### src/rtl/char_slot_scheduler.sv
`timescale 1ns/1ps
// Purpose : pool of falling-character slots for the typing game. It spawns characters,
//           advances them once per frame, matches key presses, and keeps score/misses/gameover.
// Latency : a spawn takes 1 cycle. A frame step takes NSLOTS cycles. A key match takes NSLOTS+1
//           cycles. Event pulses are registered. The read port has 1 cycle of latency.
// Backpressure: spawn_ready drops while busy, while a request is pending, when the pool is full
//           or after gameover. Ticks and keys that arrive while busy are held one deep.
// Ports   : clk/rst_n; enable and clear from the game FSM;
//           spawn_* valid/ready from the generator; frame_tick;
//           key_valid/key_ascii; rd_idx -> rd_* registered read port for the renderer;
//           hit/miss/wrong pulses; score, miss_cnt, gameover, busy and overrun status.
module char_slot_scheduler #(
  parameter int NSLOTS      = 16,
  parameter int LOWER_BOUND = 480,
  parameter int MAX_MISS    = 3,
  parameter int SCORE_MAX   = 99
) (
  input  logic                      clk,
  input  logic                      rst_n,
  input  logic                      enable,
  input  logic                      clear,
  input  logic                      spawn_valid,
  input  logic [7:0]                spawn_ascii,
  input  logic [9:0]                spawn_x,
  input  logic [2:0]                spawn_speed,
  output logic                      spawn_ready,
  input  logic                      frame_tick,
  input  logic                      key_valid,
  input  logic [7:0]                key_ascii,
  input  logic [$clog2(NSLOTS)-1:0] rd_idx,
  output logic                      rd_valid,
  output logic [7:0]                rd_ascii,
  output logic [9:0]                rd_x,
  output logic [9:0]                rd_y,
  output logic                      hit,
  output logic                      miss,
  output logic                      wrong,
  output logic [7:0]                score,
  output logic [1:0]                miss_cnt,
  output logic                      gameover,
  output logic                      busy,
  output logic                      overrun
);

  localparam int IW = $clog2(NSLOTS);
  localparam logic [IW-1:0] LAST_IDX = IW'(NSLOTS - 1);

  typedef enum logic [1:0] {S_IDLE, S_STEP, S_MATCH, S_RETIRE} state_t;

  // Slot storage
  logic       slot_vld_q   [NSLOTS];
  logic [7:0] slot_ascii_q [NSLOTS];
  logic [9:0] slot_x_q     [NSLOTS];
  logic [9:0] slot_y_q     [NSLOTS];
  logic [2:0] slot_spd_q   [NSLOTS];

  // Control state
  state_t        state_q, state_d;
  logic [IW-1:0] idx_q, idx_d;
  logic          pend_tick_q, pend_tick_d;
  logic          pend_key_q, pend_key_d;
  logic [7:0]    pend_code_q, pend_code_d;
  logic [7:0]    match_key_q, match_key_d;
  logic          found_q, found_d;
  logic [IW-1:0] best_idx_q, best_idx_d;
  logic [9:0]    best_y_q, best_y_d;
  logic [7:0]    score_q, score_d;
  logic [1:0]    miss_cnt_q, miss_cnt_d;
  logic          gameover_q, gameover_d;
  logic          overrun_q, overrun_d;
  logic          hit_q, hit_d, miss_q, miss_d, wrong_q, wrong_d;

  logic          rd_vld_q;
  logic [7:0]    rd_ascii_q;
  logic [9:0]    rd_x_q, rd_y_q;

  // Request qualification
  logic          in_idle, tick_arr, key_arr, tick_serve, key_serve, spawn_go;
  logic          free_vld;
  logic [IW-1:0] free_idx;
  logic          cur_vld;
  logic [7:0]    cur_ascii;
  logic [9:0]    cur_y, y_new;
  logic          step_wr, step_miss, retire_hit;
  logic [1:0]    miss_inc;

  assign in_idle    = (state_q == S_IDLE);
  assign tick_arr   = frame_tick & enable & ~clear & ~gameover_q;
  assign key_arr    = key_valid & enable & ~clear & ~gameover_q;
  assign tick_serve = in_idle & (pend_tick_q | tick_arr) & enable & ~clear & ~gameover_q;
  assign key_serve  = in_idle & (pend_key_q | key_arr) & enable & ~clear & ~gameover_q & ~tick_serve;

  // rst_n gating keeps the ready output low while the block is held in reset.
  assign spawn_ready = rst_n & in_idle & enable & ~clear & ~gameover_q & free_vld &
                       ~pend_tick_q & ~pend_key_q & ~tick_arr & ~key_arr;
  assign spawn_go    = spawn_ready & spawn_valid;

  // Lowest-index free slot
  always_comb begin
    free_vld = 1'b0;
    free_idx = '0;
    for (int i = NSLOTS - 1; i >= 0; i--) begin
      if (!slot_vld_q[i]) begin
        free_vld = 1'b1;
        free_idx = IW'(i);
      end
    end
  end

  // Slot under the walk pointer. y is always below LOWER_BOUND here, so the add cannot wrap.
  assign cur_vld    = slot_vld_q[idx_q];
  assign cur_ascii  = slot_ascii_q[idx_q];
  assign cur_y      = slot_y_q[idx_q];
  assign y_new      = cur_y + {7'd0, slot_spd_q[idx_q]};
  // After gameover, slots are frozen for display, so STEP only walks.
  assign step_wr    = (state_q == S_STEP) & enable & ~clear & ~gameover_q & cur_vld;
  assign step_miss  = step_wr & (y_new >= 10'(LOWER_BOUND));
  assign retire_hit = (state_q == S_RETIRE) & enable & ~clear & found_q;
  assign miss_inc   = miss_cnt_q + 2'd1;

  // Next-state logic
  always_comb begin
    state_d     = state_q;
    idx_d       = idx_q;
    pend_tick_d = pend_tick_q;
    pend_key_d  = pend_key_q;
    pend_code_d = pend_code_q;
    match_key_d = match_key_q;
    found_d     = found_q;
    best_idx_d  = best_idx_q;
    best_y_d    = best_y_q;
    score_d     = score_q;
    miss_cnt_d  = miss_cnt_q;
    gameover_d  = gameover_q;
    overrun_d   = overrun_q;
    hit_d       = 1'b0;
    miss_d      = 1'b0;
    wrong_d     = 1'b0;

    if (clear) begin
      state_d     = S_IDLE;
      idx_d       = '0;
      pend_tick_d = 1'b0;
      pend_key_d  = 1'b0;
      pend_code_d = '0;
      match_key_d = '0;
      found_d     = 1'b0;
      best_idx_d  = '0;
      best_y_d    = '0;
      score_d     = '0;
      miss_cnt_d  = '0;
      gameover_d  = 1'b0;
      overrun_d   = 1'b0;
    end else if (enable) begin
      if (gameover_q) begin
        pend_tick_d = 1'b0;
        pend_key_d  = 1'b0;
      end else begin
        if (tick_serve)    pend_tick_d = 1'b0;
        else if (tick_arr) pend_tick_d = 1'b1;
        if (key_serve)     pend_key_d  = 1'b0;
        else if (key_arr)  pend_key_d  = 1'b1;
        // The most recent key code always wins.
        if (key_arr)       pend_code_d = key_ascii;
        if ((tick_arr && pend_tick_q) || (key_arr && pend_key_q)) overrun_d = 1'b1;
      end

      unique case (state_q)
        S_IDLE: begin
          if (tick_serve) begin
            state_d = S_STEP;
            idx_d   = '0;
          end else if (key_serve) begin
            state_d     = S_MATCH;
            idx_d       = '0;
            found_d     = 1'b0;
            best_idx_d  = '0;
            best_y_d    = '0;
            match_key_d = key_arr ? key_ascii : pend_code_q;
          end
        end
        S_STEP: begin
          if (step_miss) begin
            miss_d     = 1'b1;
            miss_cnt_d = miss_inc;
            if (int'(miss_inc) >= MAX_MISS) gameover_d = 1'b1;
          end
          idx_d = idx_q + IW'(1);
          if (idx_q == LAST_IDX) state_d = S_IDLE;
        end
        S_MATCH: begin
          // A strict '>' keeps the lowest index on equal y.
          if (cur_vld && (cur_ascii == match_key_q) && (!found_q || (cur_y > best_y_q))) begin
            found_d    = 1'b1;
            best_idx_d = idx_q;
            best_y_d   = cur_y;
          end
          idx_d = idx_q + IW'(1);
          if (idx_q == LAST_IDX) state_d = S_RETIRE;
        end
        S_RETIRE: begin
          if (found_q) begin
            hit_d = 1'b1;
            if (int'(score_q) < SCORE_MAX) score_d = score_q + 8'd1;
          end else begin
            wrong_d = 1'b1;
          end
          state_d = S_IDLE;
        end
        default: state_d = S_IDLE;
      endcase
    end
  end

  always_ff @(posedge clk or negedge rst_n) begin
    if (!rst_n) begin
      state_q     <= S_IDLE;
      idx_q       <= '0;
      pend_tick_q <= 1'b0;
      pend_key_q  <= 1'b0;
      pend_code_q <= '0;
      match_key_q <= '0;
      found_q     <= 1'b0;
      best_idx_q  <= '0;
      best_y_q    <= '0;
      score_q     <= '0;
      miss_cnt_q  <= '0;
      gameover_q  <= 1'b0;
      overrun_q   <= 1'b0;
      hit_q       <= 1'b0;
      miss_q      <= 1'b0;
      wrong_q     <= 1'b0;
    end else begin
      state_q     <= state_d;
      idx_q       <= idx_d;
      pend_tick_q <= pend_tick_d;
      pend_key_q  <= pend_key_d;
      pend_code_q <= pend_code_d;
      match_key_q <= match_key_d;
      found_q     <= found_d;
      best_idx_q  <= best_idx_d;
      best_y_q    <= best_y_d;
      score_q     <= score_d;
      miss_cnt_q  <= miss_cnt_d;
      gameover_q  <= gameover_d;
      overrun_q   <= overrun_d;
      hit_q       <= hit_d;
      miss_q      <= miss_d;
      wrong_q     <= wrong_d;
    end
  end

  // Slot array. Spawn, step and retire happen only in distinct FSM states, so they never collide.
  always_ff @(posedge clk or negedge rst_n) begin
    if (!rst_n) begin
      for (int i = 0; i < NSLOTS; i++) begin
        slot_vld_q[i]   <= 1'b0;
        slot_ascii_q[i] <= '0;
        slot_x_q[i]     <= '0;
        slot_y_q[i]     <= '0;
        slot_spd_q[i]   <= '0;
      end
    end else if (clear) begin
      for (int i = 0; i < NSLOTS; i++) slot_vld_q[i] <= 1'b0;
    end else begin
      if (spawn_go) begin
        slot_vld_q[free_idx]   <= 1'b1;
        slot_ascii_q[free_idx] <= spawn_ascii;
        slot_x_q[free_idx]     <= spawn_x;
        slot_y_q[free_idx]     <= '0;
        slot_spd_q[free_idx]   <= (spawn_speed == 3'd0) ? 3'd1 : spawn_speed;
      end
      if (step_wr) begin
        if (step_miss) slot_vld_q[idx_q] <= 1'b0;
        else           slot_y_q[idx_q]   <= y_new;
      end
      if (retire_hit) slot_vld_q[best_idx_q] <= 1'b0;
    end
  end

  // Renderer read port. It samples the array at the same edge that writes it, so it sees pre-update data.
  always_ff @(posedge clk or negedge rst_n) begin
    if (!rst_n) begin
      rd_vld_q   <= 1'b0;
      rd_ascii_q <= '0;
      rd_x_q     <= '0;
      rd_y_q     <= '0;
    end else begin
      rd_vld_q   <= slot_vld_q[rd_idx];
      rd_ascii_q <= slot_vld_q[rd_idx] ? slot_ascii_q[rd_idx] : 8'd0;
      rd_x_q     <= slot_vld_q[rd_idx] ? slot_x_q[rd_idx]     : 10'd0;
      rd_y_q     <= slot_vld_q[rd_idx] ? slot_y_q[rd_idx]     : 10'd0;
    end
  end

  assign rd_valid = rd_vld_q;
  assign rd_ascii = rd_ascii_q;
  assign rd_x     = rd_x_q;
  assign rd_y     = rd_y_q;
  assign hit      = hit_q;
  assign miss     = miss_q;
  assign wrong    = wrong_q;
  assign score    = score_q;
  assign miss_cnt = miss_cnt_q;
  assign gameover = gameover_q;
  assign busy     = (state_q != S_IDLE);
  assign overrun  = overrun_q;

endmodule
### config.mk
export PLATFORM = sky130hd
export DESIGN_NAME = char_slot_scheduler
export DESIGN_NICKNAME = d
export VERILOG_FILES = /design/src/rtl/char_slot_scheduler.sv
export SDC_FILE = /design/constraint.sdc
export NUM_CORES = 1
export LEC_CHECK = 0
export BUFFER_PORTS_ARGS = -buffer_cell sky130_fd_sc_hd__buf_4
export CORE_MARGIN = 1
export CORE_UTILIZATION = 50
export DETAILED_ROUTE_END_ITERATION = 10
export PLACE_DENSITY = 0.66
export SYNTH_ARGS = -nofsm -noshare
export SYNTH_HDL_FRONTEND = slang
export SYNTH_SLANG_ARGS = --single-unit
export TNS_END_PERCENT = 20
### constraint.sdc
create_clock -name clk -period 13.25 [get_ports clk]
set_clock_uncertainty 0.05 [all_clocks]
set_input_delay 0.6625 -clock clk [delete_from_list [all_inputs] [get_ports clk]]
set_output_delay 0.6625 -clock clk [all_outputs]
set_load 0.02 [all_outputs]
Yosys cells after proc, flatten, opt, wreduce, memory -nomap -nowiden. Cells that the tools add are included.

Input port bits: 40. Bits in registers: 595. Logic and storage cells: 388. Output and inout port bits: 46.

Muxes and demuxes: 167. Reduce and logical (&&, ||, !) cells: 40. Order comparisons: 11. Eq/ne operators: 13. Bitwise gates (word level): 53. $add $sub $neg: 4.

Operator list (count): $mux 160 (4); $bwmux 160 (2); $and 160x160->160 (1); $mux 8 (20); $not 160->160 (1); $mux 10 (15); $bwmux 128 (1); $bmux 10 s4 (3); $mux 16 (7); $mux 4 (24); $demux 10 s4 (2); $bmux 8 s4 (2); $mux 1 (59); $bwmux 48 (1); $and 1x1->1 (33); $and 16x16->16 (2); $demux 8 s4 (1); $not 16->16 (2); $reduce_bool 2->1 (11); $ge 5x5->1 const B (4); $mux 2 (10); $not 4->5 (4); $pmux 10 s2 (1); $or 16x16->16 (1); other kinds (39) (77).

Logic depth before layout (Yosys ltp).
Depth after elaboration: 31. Gate-level depth with buffers: 21. Depth with buffers taken out: 13.

Worst setup path before layout. No wires, ideal clock.

Kind: register to register. Start point: reg idx_q[0]. End point: reg slot_y_q[99] (netlist name). Setup time: 0.068 ns. Data required time: 13.132 ns. Period minus slack after synthesis: 5.276 ns. Stages on the path, launching flop included: 19. Buffers on the path: 7. Arrival: 5.159 ns. Path slack: 7.974 ns. Cells stage by stage: dfrtp_1 > buf_4 > buf_6 > buf_2 > buf_1 > buf_2 > buf_2 > mux4_2 > mux4_2 > ha_1 > nand2b_1 > nor3_1 > nand2_1 > o211ai_1 > a32o_1 > a21oi_4 > buf_6 > o31ai_2 > and2_1.

Longest elaborated chain between the ends: 9. Elaborated cells between the ends (all ways): 22. Classes of those cells: add/sub: 1; order compare: 3; mux: 14; bitwise: 3; reduce/logical: 1.

Ends and longest elaborated chain: start, declared (line 59) `logic [IW-1:0] idx_q, idx_d;`; start signal, assigned (line 235) `idx_q <= idx_d;`; $not 4->5 (implied by the code) *; $bmux 10 s4 or $bmux 3 s4 (tied branches) (line 113, 114); $mux 10 (implied by the code) or $mux 3 (tied branches) (2 in a row) (line 113, 114); $add 10x3->10 (line 114) `assign y_new = cur_y + {7'd0, slot_spd_q[idx_q]};`; $ge 10x9->1 (line 117) `assign step_miss = step_wr & (y_new >= 10'(LOWER_BOUND));`; $and 1x1->1 (line 117); $mux 160 (line 274) `if (step_miss) slot_vld_q[idx_q] <= 1'b0;`; $mux 160 * (line 273) `if (step_wr) begin`; end signal, assigned by index (line 275) `else slot_y_q[idx_q] <= y_new;`; end, declared (line 54) `logic [9:0] slot_y_q [NSLOTS];`.

Mark *: on every way between the ends. The rest lies on a longest branch, timed or not. The select of a mux whose other input is x is not followed. A chain may end at the register's enable or synchronous reset.

Worst setup path after layout.
Start point: reg idx_q[1]. End point: reg slot_y_q[158] (netlist name).

The elaborated chain is that of the path after synthesis.

==> metrics.txt <==
# TYPE chip_impl_metric gauge
chip_impl_metric{name="synth_cell_types",unit=""} 68
chip_impl_metric{name="synth.yosys.seq_area_share",unit=""} 0.4978
chip_impl_metric{name="global_route_congestion_overflow_total",unit=""} 0
chip_impl_info{name="holdCritPathClass",value="in -> async"} 1
chip_impl_metric{name="num_io_pins",unit=""} 86
chip_impl_metric{name="timing.critical_path.arrival",unit="ns"} 6.31
chip_impl_metric{name="grt_use_met1",unit=""} 0.4143
chip_impl_metric{name="wire_per_inst",unit="um"} 27.51
chip_impl_metric{name="fin_setup_tns",unit="ns"} 0
chip_impl_metric{name="data_required_critical_path",unit="ns"} 13.66
chip_impl_metric{name="clk_path_buf_depth",unit=""} 3
chip_impl_metric{name="diodes",unit=""} 0
chip_impl_info{name="startpoint_types",value="flip-flop"} 1
chip_impl_metric{name="power.density",unit="nW/um^2"} 128.4
chip_impl_metric{name="grt_util_met2",unit=""} 0.4624
chip_impl_metric{name="design.core.area",unit="um^2"} 59020
chip_impl_metric{name="clk-insertion-delay-late",unit="ns"} 0.66
chip_impl_metric{name="synth-async-reset-ratio",unit=""} 1.000
chip_impl_metric{name="initial_util",unit=""} 0.5068
chip_impl_info{name="leading_cell_type_in_the_layout_fill_and_taps_excluded",value="dfrtp_1"} 1
chip_impl_metric{name="drive_above_1_share",unit=""} 0.2872
chip_impl_metric{name="cts-buffers-inserted",unit=""} 61
chip_impl_metric{name="grt_usage",unit=""} 0.3005
chip_impl_metric{name="syn_nets",unit=""} 2457
chip_impl_metric{name="gr-usage-met3",unit=""} 0.05882
chip_impl_metric{name="post_cts.repair.setup_buffers",unit=""} 0
chip_impl_metric{name="vias_in_the_first_global_route",unit=""} 21679
chip_impl_metric{name="grt_first_pass_wirelength",unit="mm"} 136.0
chip_impl_info{name="cts_tree",value="built"} 1
chip_impl_metric{name="wl",unit="mm"} 88.69
chip_impl_metric{name="nFillCells",unit=""} 4795
chip_impl_metric{name="port_buffers",unit=""} 85
chip_impl_metric{name="drtPass1Iterations",unit=""} 5
chip_impl_metric{name="die_y",unit="um"} 246.6
chip_impl_metric{name="vias_per_cell",unit=""} 6.573
chip_impl_metric{name="drt_iter0_drc",unit=""} 2250
chip_impl_metric{name="slew_viol_final",unit=""} 0
chip_impl_metric{name="worst_pin_slew",unit="ns"} 1.292
chip_impl_metric{name="antenna_violating_nets_post_route",unit=""} 0
chip_impl_metric{name="place.gp.congestion",unit=""} 0.9372
chip_impl_metric{name="h-tree-depth",unit=""} 2
chip_impl_info{name="worst_setup_path_class",value="reg -> reg"} 1
chip_impl_metric{name="synthesis.yosys.warnings",unit=""} 0
chip_impl_metric{name="cts-hold-fix-buffers",unit=""} 0
chip_impl_metric{name="syn-instance-count",unit=""} 2393
chip_impl_metric{name="dpl_cell_area",unit="um^2"} 31230
chip_impl_info{name="yosys_most_used_dff",value="dfrtp_1"} 1
chip_impl_metric{name="post_layout_nets",unit=""} 2464
chip_impl_metric{name="final_min_period_over_clock_period",unit=""} 0.4457
chip_impl_metric{name="syn_avg_cell_area",unit="um^2"} 12.50
chip_impl_metric{name="route.vias.total",unit=""} 21191
chip_impl_info{name="run_status",value="finished clean"} 1
chip_impl_metric{name="critPathMaxStageDelay",unit="ns"} 1.06
chip_impl_metric{name="clk_pin_slew",unit="ns"} 0.06
chip_impl_metric{name="clock-sinks",unit=""} 595
chip_impl_info{name="worst_path_max_delay_cell",value="o21ai_1"} 1
chip_impl_metric{name="stdcell_area",unit="um^2"} 33260
chip_impl_metric{name="hpwlAfterDp",unit="mm"} 54.13
chip_impl_metric{name="design.die.area",unit="um^2"} 60800
chip_impl_info{name="critical_path_cell_sequence",value="buf_4 > mux4_2 > mux4_2 > ha_1 > inv_1 > fa_1 > nand2b_1 > nor3_1 > nand2_1 > o211ai_1 > a32o_1 > a21oi_4 > o21ai_1 > o22ai_1"} 1
chip_impl_metric{name="synthToLayoutAreaGrowth",unit="%"} 11.19
chip_impl_info{name="layout_common_cells",value="dfrtp_1, nand2_1, mux4_2"} 1
chip_impl_metric{name="finalHoldViolations",unit=""} 0
chip_impl_metric{name="drc_errors",unit=""} 0
chip_impl_info{name="clk_tree_root_cell",value="clkbuf_16"} 1
chip_impl_info{name="critical_path.endpoint_type",value="flip-flop"} 1
chip_impl_info{name="grt-busiest-layer",value="met2"} 1
chip_impl_metric{name="largest_vdd_supply_drop",unit="V"} 0.0001119
chip_impl_metric{name="timing.slew.headroom",unit=""} 0.1326
chip_impl_metric{name="final_period_minus_worst_setup_slack",unit="ns"} 5.906
chip_impl_metric{name="post_cts_resized",unit=""} 0
chip_impl_metric{name="fmax",unit="MHz"} 169.3
chip_impl_metric{name="synth-edff-count",unit=""} 0
chip_impl_metric{name="initial_antenna_violation_count",unit=""} 0
chip_impl_metric{name="maxCapViolations",unit=""} 0
chip_impl_metric{name="mappedNetlistArea",unit="um^2"} 29910
chip_impl_metric{name="leakage",unit="nW"} 15.21
chip_impl_metric{name="critical_path_peak_fanout",unit=""} 53
chip_impl_info{name="grt_setup_unrepaired",value="false"} 1
chip_impl_info{name="crit_top_cell",value="mux4_2"} 1
chip_impl_metric{name="layout.core_utilization",unit=""} 0.5635
chip_impl_metric{name="grt_max_degree",unit=""} 169
chip_impl_metric{name="count_of_endpoints_failing_setup_in_the_final_report",unit=""} 0
chip_impl_metric{name="floorplan.rows",unit=""} 89
chip_impl_metric{name="dieWidth",unit="um"} 246.6
chip_impl_metric{name="postSynthRegisterBits",unit=""} 595
-- worst max-delay path, delay by kind of cell, from the launching register on --
family | cells | cell delay [ns]
buffers and inverters | 2 | 0.82
AOI/OAI and AO/OA | 5 | 1.97
DFF | 1 | 1.00
and+or+nand+nor | 3 | 0.50
muxes | 2 | 0.67
adders and majority gates | 2 | 0.63
-- per-layer routing --
metal,vias to the layer above,wire length [um]
met2,1101,41190
li1,8778,-
met3,236,7789
met5,-,0
met1,11076,35490
met4,0,4230
-- where the power goes --
part / switching (mW) / internal, mW
sequential: 0.0696 / 1.86
combinational: 0.353 / 0.236
clock: 0.753 / 1.00
-- Yosys cell counts (all sizes together) (19+ instances only) --
cell type  instances  area, um^2
dfrtp            595       14890
nand2            528        1987
mux4             242        5450
mux2             191        2151
clkbuf           131       491.7
o2bb2ai           94       823.3
nor2              54       205.2
o21ai             52       260.3
buf               50       275.3
nor2b             48       300.3
a21oi             41       250.2
inv               35       131.4
mux2i             30       300.3
a22o              29       254.0
a31oi             24       150.1
o22ai             24       150.1
and2              23       143.9
ha                23       287.8
nand2b            21       131.4
a22oi             19       142.6
-- state kept, by name, indices dropped and copies added (netlist names), 2 cells and up --
register / flops
state_q: 2
rd_y: 10
slot_spd_q: 48
slot_y_q: 160
match_key_q: 8
score: 8
pend_code_q: 8
best_idx_q: 4
slot_x_q: 160
slot_ascii_q: 128
rd_x: 10
best_y_q: 10
slot_vld_q: 16
miss_cnt: 2
idx_q: 4
rd_ascii: 8
-- path summary, 6_finish.rpt --
| check | start | end | slack, ns | cells past startpoint |
|---|---|---|---|---|
| max | idx_q[1]$_DFFE_PN0P_ | slot_y_q[158]$_DFFE_PN0N_ | 7.34 | 14 |
| min | rst_n | rd_y[0]$_DFF_PN0_ | 0.01 | 1 |
| max reg2reg | idx_q[1]$_DFFE_PN0P_ | slot_y_q[158]$_DFFE_PN0N_ | 7.34 | 14 |
| min reg2reg | slot_x_q[17]$_DFFE_PN0P_ | slot_x_q[17]$_DFFE_PN0P_ | 0.41 | 2 |
| max in group asynchronous | rst_n | slot_ascii_q[83]$_DFFE_PN0P_ | 9.09 | 5 |
| min in group clk | key_ascii[4] | pend_code_q[4]$_DFFE_PN0P_ | 0.21 | 3 |
-- through the flow --
step	setup slack, ns	hold WS, ns	std cells	power [mW]
after floorplan	7.974	0.3169	2393	2.351
after global placement	7.587	0.3938	3110	2.530
after detailed placement	7.450	0.4017	3110	2.547
after CTS	7.459	0.05663	3224	4.288
after global routing	7.010	0.07437	3224	4.404
final	7.344	0.01320	3224	4.269
-- cell families (layout without fill, tap and decap cells) --
family                     count (synthesis)  in the layout  synth area share
and+or+nand+nor                          735            735            0.1055
DFF                                      595            595            0.4978
muxes                                    463            463            0.2642
AOI/OAI and AO/OA                        341            341           0.08655
buffers and inverters                    216            274           0.03004
adders and majority gates                 24             24           0.01029
xor gates and xnor gates                  19             19          0.005564
-- area by class of cell --
type	count	area (um^2)	share of cell area
clock inverter	22	215.2	0.006471
tap	773	967.2	0.02908
clock buffer	92	1814	0.05455
multi-input combinational	1582	14260	0.4289
timing repair buffer	125	964.7	0.02901
inverter	35	131.4	0.003950
sequential	595	14900	0.4480
No activity file was read; power rests on OpenSTA's default activity.
